[config.mk]
export PLATFORM = sky130hd
export DESIGN_NAME = onchip_memory_loader_flat
export DESIGN_NICKNAME = d
export VERILOG_FILES = /design/src/rtl/onchip_memory_loader_pkg.sv /design/src/rtl/onchip_memory_loader_if.sv /design/src/rtl/onchip_memory_loader_packer.sv /design/src/rtl/onchip_memory_loader.sv /design/src/flat_wrapper.sv
export SDC_FILE = /design/constraint.sdc
export NUM_CORES = 1
export LEC_CHECK = 0
export BUFFER_PORTS_ARGS = -buffer_cell sky130_fd_sc_hd__buf_2
export CAP_MARGIN = 5
export CORE_ASPECT_RATIO = 1.5
export CORE_UTILIZATION = 50
export CTS_BUF_LIST = sky130_fd_sc_hd__clkbuf_16
export DETAILED_ROUTE_END_ITERATION = 8
export PLACE_DENSITY = 0.73
export SYNTH_ARGS = -nofsm -noshare
export SYNTH_HDL_FRONTEND = slang
export SYNTH_HIERARCHICAL = 1
export SYNTH_SLANG_ARGS = --single-unit
[constraint.sdc]
create_clock -name clk -period 7.2 [get_ports clk]
set_input_delay 2.16 -clock clk [delete_from_list [all_inputs] [get_ports clk]]
set_output_delay 2.16 -clock clk [all_outputs]
set_load 0.01 [all_outputs]
[src/rtl/onchip_memory_loader_pkg.sv]
// Shared constants, FSM state encoding and byte-lane helpers for the
// on-chip memory loader.
package onchip_memory_loader_pkg;

  localparam int RAM_WORDS = 8192;
  localparam int LANES     = 4;
  localparam int MAX_BYTES = RAM_WORDS * LANES;

  typedef logic [2:0] state_t;

  localparam state_t ST_IDLE   = 3'd0;
  localparam state_t ST_LOAD   = 3'd1;
  localparam state_t ST_FLUSH  = 3'd2;
  localparam state_t ST_VERIFY = 3'd3;
  localparam state_t ST_VWAIT  = 3'd4;
  localparam state_t ST_DONE   = 3'd5;

  // Byte enables for a word holding n filled lanes; n==0 stands for a full word.
  function automatic logic [3:0] fill_be(input logic [1:0] n);
    case (n)
      2'd1:    fill_be = 4'b0001;
      2'd2:    fill_be = 4'b0011;
      2'd3:    fill_be = 4'b0111;
      default: fill_be = 4'b1111;
    endcase
  endfunction

  // Expand byte enables to a 32-bit data mask.
  function automatic logic [31:0] be_to_mask(input logic [3:0] be);
    for (int i = 0; i < 4; i++) be_to_mask[8*i +: 8] = {8{be[i]}};
  endfunction

endpackage

[src/rtl/onchip_memory_loader_if.sv]
// Byte-stream input and Avalon-MM RAM master signals of the loader.
//   master modport: loader side (drives in_ready and the mem_* controls)
//   slave  modport: environment side (stream source plus RAM)
interface onchip_memory_loader_if #(
  parameter int ADDR_W = 13,
  parameter int DATA_W = 32
);
  logic [7:0]        in_data;
  logic              in_valid;
  logic              in_ready;
  logic [ADDR_W-1:0] mem_address;
  logic [3:0]        mem_byteenable;
  logic              mem_chipselect;
  logic              mem_write;
  logic [DATA_W-1:0] mem_writedata;
  logic [DATA_W-1:0] mem_readdata;
  logic              mem_clken;

  modport master (
    input  in_data, in_valid, mem_readdata,
    output in_ready, mem_address, mem_byteenable, mem_chipselect,
           mem_write, mem_writedata, mem_clken
  );

  modport slave (
    output in_data, in_valid, mem_readdata,
    input  in_ready, mem_address, mem_byteenable, mem_chipselect,
           mem_write, mem_writedata, mem_clken
  );
endinterface

[src/rtl/onchip_memory_loader_packer.sv]
// Packs accepted bytes little-endian into 32-bit words.
//   clk, reset : clock, asynchronous active-high reset
//   clr        : drop any partial word (new load)
//   accept     : a byte is taken this cycle
//   last       : the accepted byte is the final byte of the image
//   in_byte    : stream byte
//   word_wr    : one-cycle write strobe, the cycle after a word completes
//   word_data  : completed word, unfilled lanes zero
//   word_be    : filled lanes of word_data
module onchip_memory_loader_packer
  import onchip_memory_loader_pkg::*;
#(
  parameter int DATA_W = 32
) (
  input  logic              clk,
  input  logic              reset,
  input  logic              clr,
  input  logic              accept,
  input  logic              last,
  input  logic [7:0]        in_byte,
  output logic              word_wr,
  output logic [DATA_W-1:0] word_data,
  output logic [3:0]        word_be
);

  logic [1:0]        lane_q, lane_d;
  logic [DATA_W-1:0] pack_q, pack_d;
  logic [DATA_W-1:0] data_q, data_d;
  logic [3:0]        be_q, be_d;
  logic              wr_q, wr_d;
  logic [DATA_W-1:0] merged;

  always_comb begin
    merged = pack_q | (DATA_W'(in_byte) << {lane_q, 3'b000});
    lane_d = lane_q;
    pack_d = pack_q;
    data_d = data_q;
    be_d   = be_q;
    wr_d   = 1'b0;
    if (clr) begin
      lane_d = '0;
      pack_d = '0;
    end else if (accept) begin
      if (lane_q == 2'd3 || last) begin
        // Word leaves through its own register, so packing continues unstalled.
        wr_d   = 1'b1;
        data_d = merged;
        be_d   = fill_be(lane_q + 2'd1);
        lane_d = '0;
        pack_d = '0;
      end else begin
        lane_d = lane_q + 2'd1;
        pack_d = merged;
      end
    end
  end

  always_ff @(posedge clk or posedge reset) begin
    if (reset) begin
      lane_q <= '0;
      pack_q <= '0;
      data_q <= '0;
      be_q   <= '0;
      wr_q   <= 1'b0;
    end else begin
      lane_q <= lane_d;
      pack_q <= pack_d;
      data_q <= data_d;
      be_q   <= be_d;
      wr_q   <= wr_d;
    end
  end

  assign word_wr   = wr_q;
  assign word_data = data_q;
  assign word_be   = be_q;

endmodule

[src/rtl/onchip_memory_loader.sv]
// Loads a byte-stream image into on-chip RAM from word 0, then reads it back
// and compares the read-back sum with the write checksum.
//   clk, reset : clock, asynchronous active-high reset
//   start      : begin a load (honoured in IDLE/DONE only)
//   byte_count : image length in bytes, latched on start
//   bus        : byte stream in + Avalon-MM RAM master (master modport)
//   busy/done  : operation in progress / finished
//   error      : verify mismatch or illegal length, valid with done
//   checksum   : modulo-2^32 sum of words written
module onchip_memory_loader
  import onchip_memory_loader_pkg::*;
#(
  parameter int ADDR_W = 13,
  parameter int DATA_W = 32,
  parameter int CNT_W  = 15
) (
  input  logic                 clk,
  input  logic                 reset,
  input  logic                 start,
  input  logic [CNT_W:0]       byte_count,
  onchip_memory_loader_if.master bus,
  output logic                 busy,
  output logic                 done,
  output logic                 error,
  output logic [DATA_W-1:0]    checksum
);

  localparam logic [CNT_W:0] MAX_CNT = (CNT_W+1)'((2 ** ADDR_W) * LANES);

  state_t            state_q, state_d;
  logic [CNT_W:0]    len_q, len_d;
  logic [CNT_W:0]    cnt_q, cnt_d;
  logic [ADDR_W-1:0] waddr_q, waddr_d;
  logic [ADDR_W-1:0] vaddr_q, vaddr_d;
  logic [DATA_W-1:0] csum_q, csum_d;
  logic [DATA_W-1:0] vsum_q, vsum_d;
  logic              err_q, err_d;

  logic              accept, last, pk_clr, pk_wr, rd_phase;
  logic [DATA_W-1:0] pk_data, rd_masked;
  logic [3:0]        pk_be;
  logic [CNT_W:0]    cnt_inc, len_m1;
  logic [ADDR_W-1:0] last_word;

  assign accept    = bus.in_valid && (state_q == ST_LOAD);
  assign cnt_inc   = cnt_q + (CNT_W+1)'(1);
  assign last      = accept && (cnt_inc == len_q);
  assign len_m1    = len_q - (CNT_W+1)'(1);
  assign last_word = ADDR_W'(len_m1 >> 2);
  assign rd_phase  = (state_q == ST_VERIFY) || (state_q == ST_VWAIT);
  // Unfilled lanes of the final word hold stale RAM data and are not compared.
  assign rd_masked = bus.mem_readdata &
                     ((vaddr_q == last_word) ? be_to_mask(fill_be(len_q[1:0])) : '1);

  onchip_memory_loader_packer #(.DATA_W(DATA_W)) u_packer (
    .clk       (clk),
    .reset     (reset),
    .clr       (pk_clr),
    .accept    (accept),
    .last      (last),
    .in_byte   (bus.in_data),
    .word_wr   (pk_wr),
    .word_data (pk_data),
    .word_be   (pk_be)
  );

  always_comb begin
    state_d = state_q;
    len_d   = len_q;
    cnt_d   = cnt_q;
    waddr_d = waddr_q;
    vaddr_d = vaddr_q;
    csum_d  = csum_q;
    vsum_d  = vsum_q;
    err_d   = err_q;
    pk_clr  = 1'b0;

    if (pk_wr) begin
      csum_d  = csum_q + pk_data;
      waddr_d = waddr_q + ADDR_W'(1);
    end

    case (state_q)
      ST_IDLE, ST_DONE: begin
        if (start) begin
          len_d   = byte_count;
          cnt_d   = '0;
          waddr_d = '0;
          vaddr_d = '0;
          csum_d  = '0;
          vsum_d  = '0;
          err_d   = 1'b0;
          pk_clr  = 1'b1;
          if (byte_count == '0) begin
            state_d = ST_DONE;
          end else if (byte_count > MAX_CNT) begin
            state_d = ST_DONE;
            err_d   = 1'b1;
          end else begin
            state_d = ST_LOAD;
          end
        end
      end
      ST_LOAD: begin
        if (accept) begin
          cnt_d = cnt_inc;
          if (last) state_d = ST_FLUSH;
        end
      end
      // The final (possibly partial) word is written by the packer in this cycle.
      ST_FLUSH:  state_d = ST_VERIFY;
      ST_VERIFY: state_d = ST_VWAIT;
      ST_VWAIT: begin
        vsum_d = vsum_q + rd_masked;
        if (vaddr_q == last_word) begin
          state_d = ST_DONE;
          err_d   = (vsum_d != csum_q);
        end else begin
          vaddr_d = vaddr_q + ADDR_W'(1);
          state_d = ST_VERIFY;
        end
      end
      default: state_d = ST_IDLE;
    endcase
  end

  always_ff @(posedge clk or posedge reset) begin
    if (reset) begin
      state_q <= ST_IDLE;
      len_q   <= '0;
      cnt_q   <= '0;
      waddr_q <= '0;
      vaddr_q <= '0;
      csum_q  <= '0;
      vsum_q  <= '0;
      err_q   <= 1'b0;
    end else begin
      state_q <= state_d;
      len_q   <= len_d;
      cnt_q   <= cnt_d;
      waddr_q <= waddr_d;
      vaddr_q <= vaddr_d;
      csum_q  <= csum_d;
      vsum_q  <= vsum_d;
      err_q   <= err_d;
    end
  end

  assign bus.in_ready       = (state_q == ST_LOAD);
  assign bus.mem_address    = rd_phase ? vaddr_q : waddr_q;
  assign bus.mem_chipselect = pk_wr || rd_phase;
  assign bus.mem_write      = pk_wr;
  assign bus.mem_byteenable = pk_wr ? pk_be : (rd_phase ? 4'hF : 4'h0);
  assign bus.mem_writedata  = pk_data;
  assign bus.mem_clken      = 1'b1;

  assign busy     = (state_q != ST_IDLE) && (state_q != ST_DONE);
  assign done     = (state_q == ST_DONE);
  assign error    = err_q;
  assign checksum = csum_q;

endmodule

[src/flat_wrapper.sv]
// flat-port wrapper written by rule: the top's interface ports become plain ports
module onchip_memory_loader_flat import onchip_memory_loader_pkg::*;
#(
  parameter int ADDR_W = 13,
  parameter int DATA_W = 32,
  parameter int CNT_W  = 15
)
  (clk, reset, start, byte_count, busy, done, error, checksum, bus_in_data, bus_in_valid, bus_mem_readdata, bus_in_ready, bus_mem_address, bus_mem_byteenable, bus_mem_chipselect, bus_mem_write, bus_mem_writedata, bus_mem_clken);
  onchip_memory_loader_if #(.ADDR_W(ADDR_W), .DATA_W(DATA_W)) bus_i ();
  input  logic clk;
  input  logic reset;
  input  logic start;
  input  logic [CNT_W:0] byte_count;
  output logic busy;
  output logic done;
  output logic error;
  output logic [DATA_W-1:0] checksum;
  input wire logic [$bits(bus_i.in_data)-1:0] bus_in_data;
  input wire logic [$bits(bus_i.in_valid)-1:0] bus_in_valid;
  input wire logic [$bits(bus_i.mem_readdata)-1:0] bus_mem_readdata;
  output wire logic [$bits(bus_i.in_ready)-1:0] bus_in_ready;
  output wire logic [$bits(bus_i.mem_address)-1:0] bus_mem_address;
  output wire logic [$bits(bus_i.mem_byteenable)-1:0] bus_mem_byteenable;
  output wire logic [$bits(bus_i.mem_chipselect)-1:0] bus_mem_chipselect;
  output wire logic [$bits(bus_i.mem_write)-1:0] bus_mem_write;
  output wire logic [$bits(bus_i.mem_writedata)-1:0] bus_mem_writedata;
  output wire logic [$bits(bus_i.mem_clken)-1:0] bus_mem_clken;
  assign bus_i.in_data = bus_in_data;
  assign bus_i.in_valid = bus_in_valid;
  assign bus_i.mem_readdata = bus_mem_readdata;
  assign bus_in_ready = bus_i.in_ready;
  assign bus_mem_address = bus_i.mem_address;
  assign bus_mem_byteenable = bus_i.mem_byteenable;
  assign bus_mem_chipselect = bus_i.mem_chipselect;
  assign bus_mem_write = bus_i.mem_write;
  assign bus_mem_writedata = bus_i.mem_writedata;
  assign bus_mem_clken = bus_i.mem_clken;
  onchip_memory_loader #(.ADDR_W(ADDR_W), .DATA_W(DATA_W), .CNT_W(CNT_W)) u_core (.clk(clk), .reset(reset), .start(start), .byte_count(byte_count), .bus(bus_i), .busy(busy), .done(done), .error(error), .checksum(checksum));
endmodule
## Word-level counts from Yosys, hierarchy flattened

Cells that the tools add are included.

| cells by class | value |
|---|---|
| add/subtract/negate cells | 7 |
| magnitude comparators | 1 |
| equality and inequality tests | 21 |
| shifts and indexed selects | 1 |
| mux-type cells | 43 |
| bitwise gates (word level) | 3 |
| reductions and logical operators | 20 |

Operators with widths:

| cell | count |
|---|---|
| $mux W32 | 8 |
| $mux W13 | 6 |
| $add A32 B32 Y32 | 2 |
| $pmux W32 S2 | 1 |
| $and A32 B32 Y32 | 1 |
| $mux W16 | 2 |
| $ne A32 B32 Y1 | 1 |
| $or A32 B32 Y32 | 1 |
| $pmux W16 S2 | 1 |
| $shl A8 B5 Y32 | 1 |
| $add A13 B1 Y13 const B | 2 |
| $pmux W13 S2 | 1 |
| $pmux W4 S3 | 2 |
| $mux W3 | 6 |
| $add A16 B1 Y16 const B | 1 |
| $eq A16 B16 Y1 | 1 |
| $gt A16 B16 Y1 const B | 1 |
| $logic_not A16 Y1 | 1 |
| $pmux W3 S5 | 1 |
| $reduce_and A3 Y1 | 5 |
| $sub A15 B1 Y15 const B | 1 |
| $eq A13 B13 Y1 | 1 |
| $eq A2 B2 Y1 const B | 5 |
| $mux W1 | 9 |
| 19 further kinds | 35 |

| word-level totals | value |
|---|---|
| register bits after elaboration | 197 |
| logic and storage cells | 109 |

## Depth between registers and ports, before layout

Gate-level depths: netlist (run 1).

| logic depth | value |
|---|---|
| depth in word-level cells | 8 |
| mapped depth | 23 |
| mapped depth without buffers | 21 |

## Cells and area by module

The synthesis (run 1) kept the hierarchy.

Modules (own cells, without submodules):

| module | instances | cells an instance | area each (µm²) | seq. area each (µm²) |
|---|---|---|---|---|
| onchip_memory_loader | 1 | 1353 | 11235.8 | 3153.0 |
| onchip_memory_loader_packer | 1 | 261 | 2930.3 | 1776.7 |

## Worst setup path before layout (run 1)

Ideal clock, no wire load.

| path | value |
|---|---|
| path kind | register -> register |
| start point | reg u_core.len_q[1] |
| end point | reg u_core.err_q, in the netlist u_core/error |
| library setup time | 0.127 ns |
| arrival time | 5.154 ns |
| data required time | 7.073 ns |
| slack | 1.919 ns |
| stages on the path, launching flop included | 23 |
| path through | dfrtp_1 > inv_1 > ha_1 > nor3b_2 > nand2_1 > o311a_1 > o21ai_0 > or3b_1 > nor3_2 > nand2_1 > and2_1 > ha_1 > buf_2 > nand2_1 > o211ai_1 > a21oi_1 > nor2_1 > a2111oi_2 > or3_2 > xnor3_1 > or4_1 > nor4_1 > nor3_1 |

| between the ends | value |
|---|---|
| cells in the longest elaborated chain, start to end | 8 |

RTL lines:

| what | RTL line | source |
|---|---|---|
| start, declared | onchip_memory_loader.sv:31 | `logic [CNT_W:0] len_q, len_d;` |
| start signal, assigned | onchip_memory_loader.sv:139 | `len_q <= len_d;` |
| $sub A15 B1 Y15 (tied with other cells) | onchip_memory_loader.sv:48 | `assign len_m1 = len_q - (CNT_W+1)'(1);` |
| $eq A13 B13 Y1 / $pmux W4 S3 (equally long branches) | onchip_memory_loader.sv:53, onchip_memory_loader.sv:115, onchip_memory_loader_pkg.sv:20 |  |
| $mux W32 | onchip_memory_loader.sv:53 | `((vaddr_q == last_word) ? be_to_mask(fill_be(len_q[1:0])) : '1);` |
| $and A32 B32 Y32 | onchip_memory_loader.sv:52 | `assign rd_masked = bus.mem_readdata &` |
| $add A32 B32 Y32 | onchip_memory_loader.sv:114 | `vsum_d = vsum_q + rd_masked;` |
| $ne A32 B32 Y1 | onchip_memory_loader.sv:117 | `err_d = (vsum_d != csum_q);` |
| $mux W1 | onchip_memory_loader.sv:115 | `if (vaddr_q == last_word) begin` |
| $pmux W1 S2 | onchip_memory_loader.sv:83 | `case (state_q)` |
| end signal, assigned | onchip_memory_loader.sv:145 | `err_q <= err_d;` |
| end, declared | onchip_memory_loader.sv:37 | `logic err_q, err_d;` |

Several ways; a longest one is shown, not always the timed one. The select of a mux whose other input is x is not followed.
A chain may end at the register's enable or synchronous reset.

## Final worst setup path (run 1)

Ends and elaborated chain as after synthesis.

==> flow_metrics.tcl, run 1 <==
set metrics [dict create \
    grt_pass1_vias 12540 \
    critPathTopFamily "simple AND/OR/NAND/NOR gates" \
    dr.pass1.iters 5 \
    gp_congestion 0.9414 \
    setup_viol 0 \
    multi_input_area_sq_um 8656 \
    pre_cts_ws_ps 934.4 \
    worstPathMaxFanout 10 \
    drive_gt1_frac 0.1447 \
    ff2ff_setup_slack_ps 910 \
    status "completed" \
    boundaryPins 148 \
    ys.warnings.count 6 \
    crit_required_ps 7550 \
    cp_slowest_cell "or3_2" \
    endpoint_kind "flop" \
    critPathKind "flop to flop" \
    initial_core_util 0.5083 \
    fin_nets 1826 \
    reg2reg_to "u_core/error$_DFFE_PP0P_" \
    start_kind "flop" \
    yosys.cell_count.top_type "dfrtp_1" \
    grtUsageTotal 0.2903 \
    synth_cell_types 98 \
    synthTopCellsByCount "dfrtp_1 (197), nand2_1 (154), o21ai_0 (152)" \
    synth.cell_area_sq_um 14170 \
    power_density_nw_per_um2 401.5 \
    cts_max_path_buffers 2 \
    postLayoutCoreUtil 0.5589 \
    worstHoldStart "u_core/u_packer/word_be[0]$_DFFE_PP0P_" \
    clk_pin_slew_ps 80 \
    final_max_slew_viol_count 0 \
    grt_overflow_total 0 \
    path_common_cell "nand2_1" \
    port_buffers 146 \
    cpPeakStageDelay_ps 520 \
    worst-path-buf-inv 1 \
    cp.arrival_ps 6640 \
    drcViolationCount 0 \
    path_cells "inv_1 -> ha_1 -> nor3b_2 -> nand2_1 -> o311a_1 -> o21ai_0 -> or3b_1 -> nor3_2 -> nand2_1 -> and2_1 -> ha_1 -> nand2_1 -> o211ai_1 -> a21oi_1 -> nor2_1 -> a2111oi_2 -> or3_2 -> xnor3_1 -> or4_1 -> nor4_1 -> nor3_1" \
    cts.sinks 197 \
    tightest_slew_ps 1103 \
    ys_seq_area_frac 0.3480 \
    hpwl_mm 30.75 \
    fmax_ghz 0.1589 \
    routed_wl_mm 40.87 \
    p_leak_uw 0.007329 \
    postRouteAntennaNets 0 \
    area_growth_syn_to_layout_pct 9.954 \
    synth.avg_cell_area_sq_um 8.777 \
    yosys-top-cells-area "dfrtp_1 (35%), ha_1 (6.2%), o21ai_0 (5.4%)" \
    synth_edf_count 0 \
    num_vias 12740 \
    n_fill_cell 2547 \
    root_buffer "clkbuf_16" \
    ctsResizeCount 0 \
    synth_area_leader_cell "dfrtp_1" \
    wire_per_inst_microns 19.91 \
    hold_violations 0 \
    htreeDepth 4 \
    postCtsSetupRepairBufs 0 \
    cts_tree "yes" \
    antenna_found_initial 1 \
    rsz0062_at_grt "no" \
    rows 75 \
    synth-async-reset-ratio 1.000 \
    cp.depth 21 \
    ys_ff_latch 197 \
    maxCapViolations 0 \
    hold_depth 1 \
    ys.flop_type "dfrtp_1" \
    fin_ws_ps 908.1 \
    dieHeight_microns 208.2 \
    ir_drop_uv 293.5 \
    syn_nets 1746 \
    die_width_microns 139.4 \
    skew_ps 11.01 \
    seq_area_sq_um 4931 \
    total_power_uw 6254 \
    grt_max_degree 76 \
    fin_crit_sh 0.8739 \
    drt-initial-drc-count 589 \
    period_needed_ps 6292 \
    reg2reg_depth 21 \
    holdPathEnd "u_core/u_packer/word_be[0]$_DFFE_PP0P_" \
    synth_cells 1614 \
    r2r_start "u_core/len_q[1]$_DFFE_PP0P_" \
    hold_buffers 0 \
    maxSlewHeadroom 0.2621 \
    routed_via_density 6.206 \
    core_region_area_sq_um 27870 \
    grt_pass1_wl_mm 66.00 \
    cts_buffers 17 \
    clock_latency_ps 460 \
    synth_top_area_frac 0.3480 \
    die_area_sq_um 29020 \
    fin_setup_tns_ps 0 \
    diodes 0 \
    hold_path.class "flop to flop" \
]
==> layout make-up <==
cell class | count | area share
Sequential cell | 197 | 0.3166
Multi-Input combinational cell | 1282 | 0.5557
Timing Repair Buffer | 159 | 0.05318
Clock inverter | 15 | 0.01036
Inverter | 37 | 0.009077
Tap cell | 346 | 0.02779
Clock buffer | 17 | 0.02731
==> flip-flops by register name (all words and copies together) (netlist names) <==
register	cells
u_core/u_packer/pack_q	32
u_core/checksum	32
u_core/state_q	3
u_core/u_packer/lane_q	2
u_core/len_q	16
u_core/cnt_q	16
u_core/u_packer/word_be	4
u_core/error	1
u_core/waddr_q	13
u_core/u_packer/word_wr	1
u_core/u_packer/word_data	32
u_core/vsum_q	32
u_core/vaddr_q	13
==> how the worst max path moves through the flow <==
stage / startpoint / endpoint / slack (ps)
final: u_core/len_q[1]$_DFFE_PP0P_ / u_core/error$_DFFE_PP0P_ / 910
after global routing: u_core/len_q[0]$_DFFE_PP0P_ / u_core/error$_DFFE_PP0P_ / 360
after CTS: u_core/len_q[1]$_DFFE_PP0P_ / u_core/error$_DFFE_PP0P_ / 870
after detailed placement: u_core/len_q[1]$_DFFE_PP0P_ / u_core/error$_DFFE_PP0P_ / 930
after global placement: u_core/len_q[0]$_DFFE_PP0P_ / u_core/error$_DFFE_PP0P_ / 1000
after floorplan: reset / u_core/checksum[0]$_DFF_PP0_ / 1680
==> report_power, final <==
| part | switching (uW) | internal (uW) | total [uW] |
|---|---|---|---|
| clock network | 492 | 466 | 958 |
| logic | 1780 | 1440 | 3220 |
| registers | 569 | 1500 | 2070 |
==> logic make-up after synthesis <==
group,count (synthesis),synth area share
and+or+nand+nor,553,0.2028
AOI/OAI and AO/OA,476,0.2182
DFF,197,0.3480
buffers and inverters,135,0.04133
xor gates and xnor gates,133,0.09009
adders and majority gates,72,0.06465
muxes,47,0.03462
other,1,0.0002647
==> layout by cell type, fill, tap and decap left out, types with 7 or more instances in the layout <==
cell and count:
nand4_1 21, nand3_1 71, buf_2 146, o21ai_0 152, inv_1 32, clkbuf_16 17
o21ai_1 23, a31oi_1 12, a211oi_1 12, nor3_1 23, a21o_1 37, nor2_1 110
or3_1 8, nand2b_1 16, a2111oi_0 7, a21oi_1 96, xor2_1 60, xnor2_1 65
nor3b_1 8, o31ai_1 12, nor2b_1 20, mux2_2 14, xnor3_1 7, buf_4 13
mux2i_1 31, dfrtp_1 196, ha_1 70, and2_1 23, a22o_1 32, and3_1 25
nand2_1 153, o21a_1 12, nor4_1 18
==> stage by stage <==
stage | instance area [sq um] | std cells | hold slack, ps
floorplan | 14170 | 1614 | 434.7
global placement | 14990 | 2021 | 449.9
detailed placement | 14990 | 2021 | 452.3
CTS | 15580 | 2053 | 475.0
global route | 15580 | 2053 | 488.0
finish | 15580 | 2053 | 478.9
==> layer usage <==
layer | GRT usage | wire (microns) | vias to the layer above
li1 | - | - | 6014
met1 | 0.3298 | 15610 | 6206
met2 | 0.5089 | 20870 | 400
met3 | 0.03867 | 1987 | 118
met4 | 0.1900 | 2387 | 2
met5 | 0 | 13 | -
(Power assumes the default switching activity.)
==> inputs of run 2 (changes only) <==
--- a/config.mk
+++ b/config.mk
@@ -12,6 +12,7 @@
 export CTS_BUF_LIST = sky130_fd_sc_hd__clkbuf_16
 export DETAILED_ROUTE_END_ITERATION = 8
 export PLACE_DENSITY = 0.73
+export REMOVE_ABC_BUFFERS = 1
 export SYNTH_ARGS = -nofsm -noshare
 export SYNTH_HDL_FRONTEND = slang
 export SYNTH_HIERARCHICAL = 1
==> flow_metrics.tcl, run 2 (synthesis results as in run 1) <==
set metrics [dict create \
    dieHeight_microns 208.2 \
    ctsResizeCount 0 \
    crit_start "u_core/len_q[1]$_DFFE_PP0P_" \
    dpl_cell_area_sq_um 14970 \
    maxSlewHeadroom 0.2153 \
    routed_wl_mm 39.43 \
    layout_common_cells "dfrtp_1 (196), nand2_1 (153), o21ai_0 (152), buf_2 (146), nor2_1 (110)" \
    period_needed_ps 6213 \
    die_area_sq_um 29020 \
    hold_violations 0 \
    wire_per_inst_microns 19.24 \
    cts_max_path_buffers 2 \
    fin_crit_sh 0.8629 \
    final_max_slew_viol_count 0 \
    hold_path.class "flop to flop" \
    drive_gt1_frac 0.1416 \
    clk_pin_slew_ps 70 \
    cp.arrival_ps 6540 \
    fmax_ghz 0.1609 \
    grtUsageTotal 0.2764 \
    cts_buffers 17 \
    port_buffers 146 \
    dr.pass1.iters 9 \
    gp_congestion 0.9307 \
    grt_overflow_total 0 \
    status "finished, violations left" \
    hpwl_mm 29.54 \
    postLayoutCoreUtil 0.5587 \
    antenna_found_initial 1 \
    grt_pass1_vias 12128 \
    maxCapViolations 0 \
    worstPathMaxFanout 8 \
    hold_buffers 0 \
    grt_pass1_wl_mm 63.32 \
    fin_nets 1823 \
    hold_depth 1 \
    start_kind "flop" \
    endpoint_kind "flop" \
    fin_area_sq_um 15570 \
    setup_viol 0 \
    rsz0062_at_grt "no" \
    initial_core_util 0.5083 \
    root_buffer "clkbuf_16" \
    cts_tree "yes" \
    rows 75 \
    htreeDepth 4 \
    boundaryPins 148 \
    power_density_nw_per_um2 402.2 \
    num_vias 12590 \
    core_region_area_sq_um 27870 \
    drcViolationCount 2 \
    p_leak_uw 0.007323 \
    ir_drop_uv 264.8 \
    tightest_slew_ps 1176 \
    final_common_cell "dfrtp_1" \
    cts.sinks 197 \
    skew_ps 18.23 \
    fin_setup_tns_ps 0 \
    drt-initial-drc-count 890 \
    clock_latency_ps 470 \
    r2r_start "u_core/len_q[1]$_DFFE_PP0P_" \
    violations "design-rule violations" \
    postCtsSetupRepairBufs 0 \
    worstHoldStart "u_core/u_packer/word_be[0]$_DFFE_PP0P_" \
    area_growth_syn_to_layout_pct 9.910 \
    routed_via_density 6.144 \
    grt_max_degree 76 \
    critPathKind "flop to flop" \
    total_power_uw 6262 \
    postRouteAntennaNets 0 \
    crit_required_ps 7530 \
    reg2reg_depth 21 \
    die_width_microns 139.4 \
]
## run 2: cell count changes in the layout (fill, tap and decap cells not counted), moves of 2 or more
cell / delta
clkinv_2: -2
buf_4: -3
clkinv_8: -4
bufinv_16: +3
inv_6: -3
clkinv_4: +3
## run 2: final cells by class
type	instances	area, sq um
Antenna cell	1	2.502
Clock inverter	13	175.2
Fill cell	2609	12300
Multi-Input combinational cell	1282	8656
Sequential cell	197	4931
Timing Repair Buffer	156	805.8
Clock buffer	17	425.4
Tap cell	346	432.9
Inverter	37	141.4
## run 2: per-stage QoR
step / hold WS [ps] / std cells / setup slack [ps]
final: 481.9 / 2049 / 986.8
after global routing: 492.3 / 2048 / 380.3
after CTS: 490.9 / 2048 / 963.5
after detailed placement: 471.7 / 2018 / 973.9
after global placement: 450.1 / 2018 / 1149
after floorplan: 434.7 / 1516 / 1567
## run 2: path summary, 6_finish.rpt
check	end	slack, ps
setup / recovery	u_core/error$_DFFE_PP0P_	990
hold / removal	u_core/u_packer/word_be[0]$_DFFE_PP0P_	480
setup reg to reg	u_core/error$_DFFE_PP0P_	990
hold reg to reg	u_core/u_packer/word_be[0]$_DFFE_PP0P_	480
max in group asynchronous	u_core/checksum[31]$_DFF_PP0_	3940
min in group asynchronous	u_core/cnt_q[10]$_DFFE_PP0P_	1820
## run 2: where the power goes
group	leakage, uW	internal (uW)	switching [uW]
Combinational	0.00449	1440	1760
Clock	0.000298	551	456
Sequential	0.00253	1510	553
Total	0.00732	3490	2770
## run 2: critical path, stage by stage, from the launching register on
cell and delay, ps:
dfrtp_1 470, inv_1 150, ha_1 260, nor3b_2 360, nand2_1 110, o311a_1 330, o21ai_0 100, or3b_1 440
nor3_2 330, nand2_1 310, and2_1 250, ha_1 440, nand2_1 160, o211ai_1 320, a21oi_1 200, nor2_1 220
a2111oi_2 100, or3_2 520, xnor3_1 190, or4_1 490, nor4_1 280, nor3_1 70
## run 2: layer usage
metal,part of all wire,GRT usage
met1,0.42,0.3426
met2,0.49,0.4634
met3,0.046,0.04166
met4,0.046,0.1464
met5,0,0
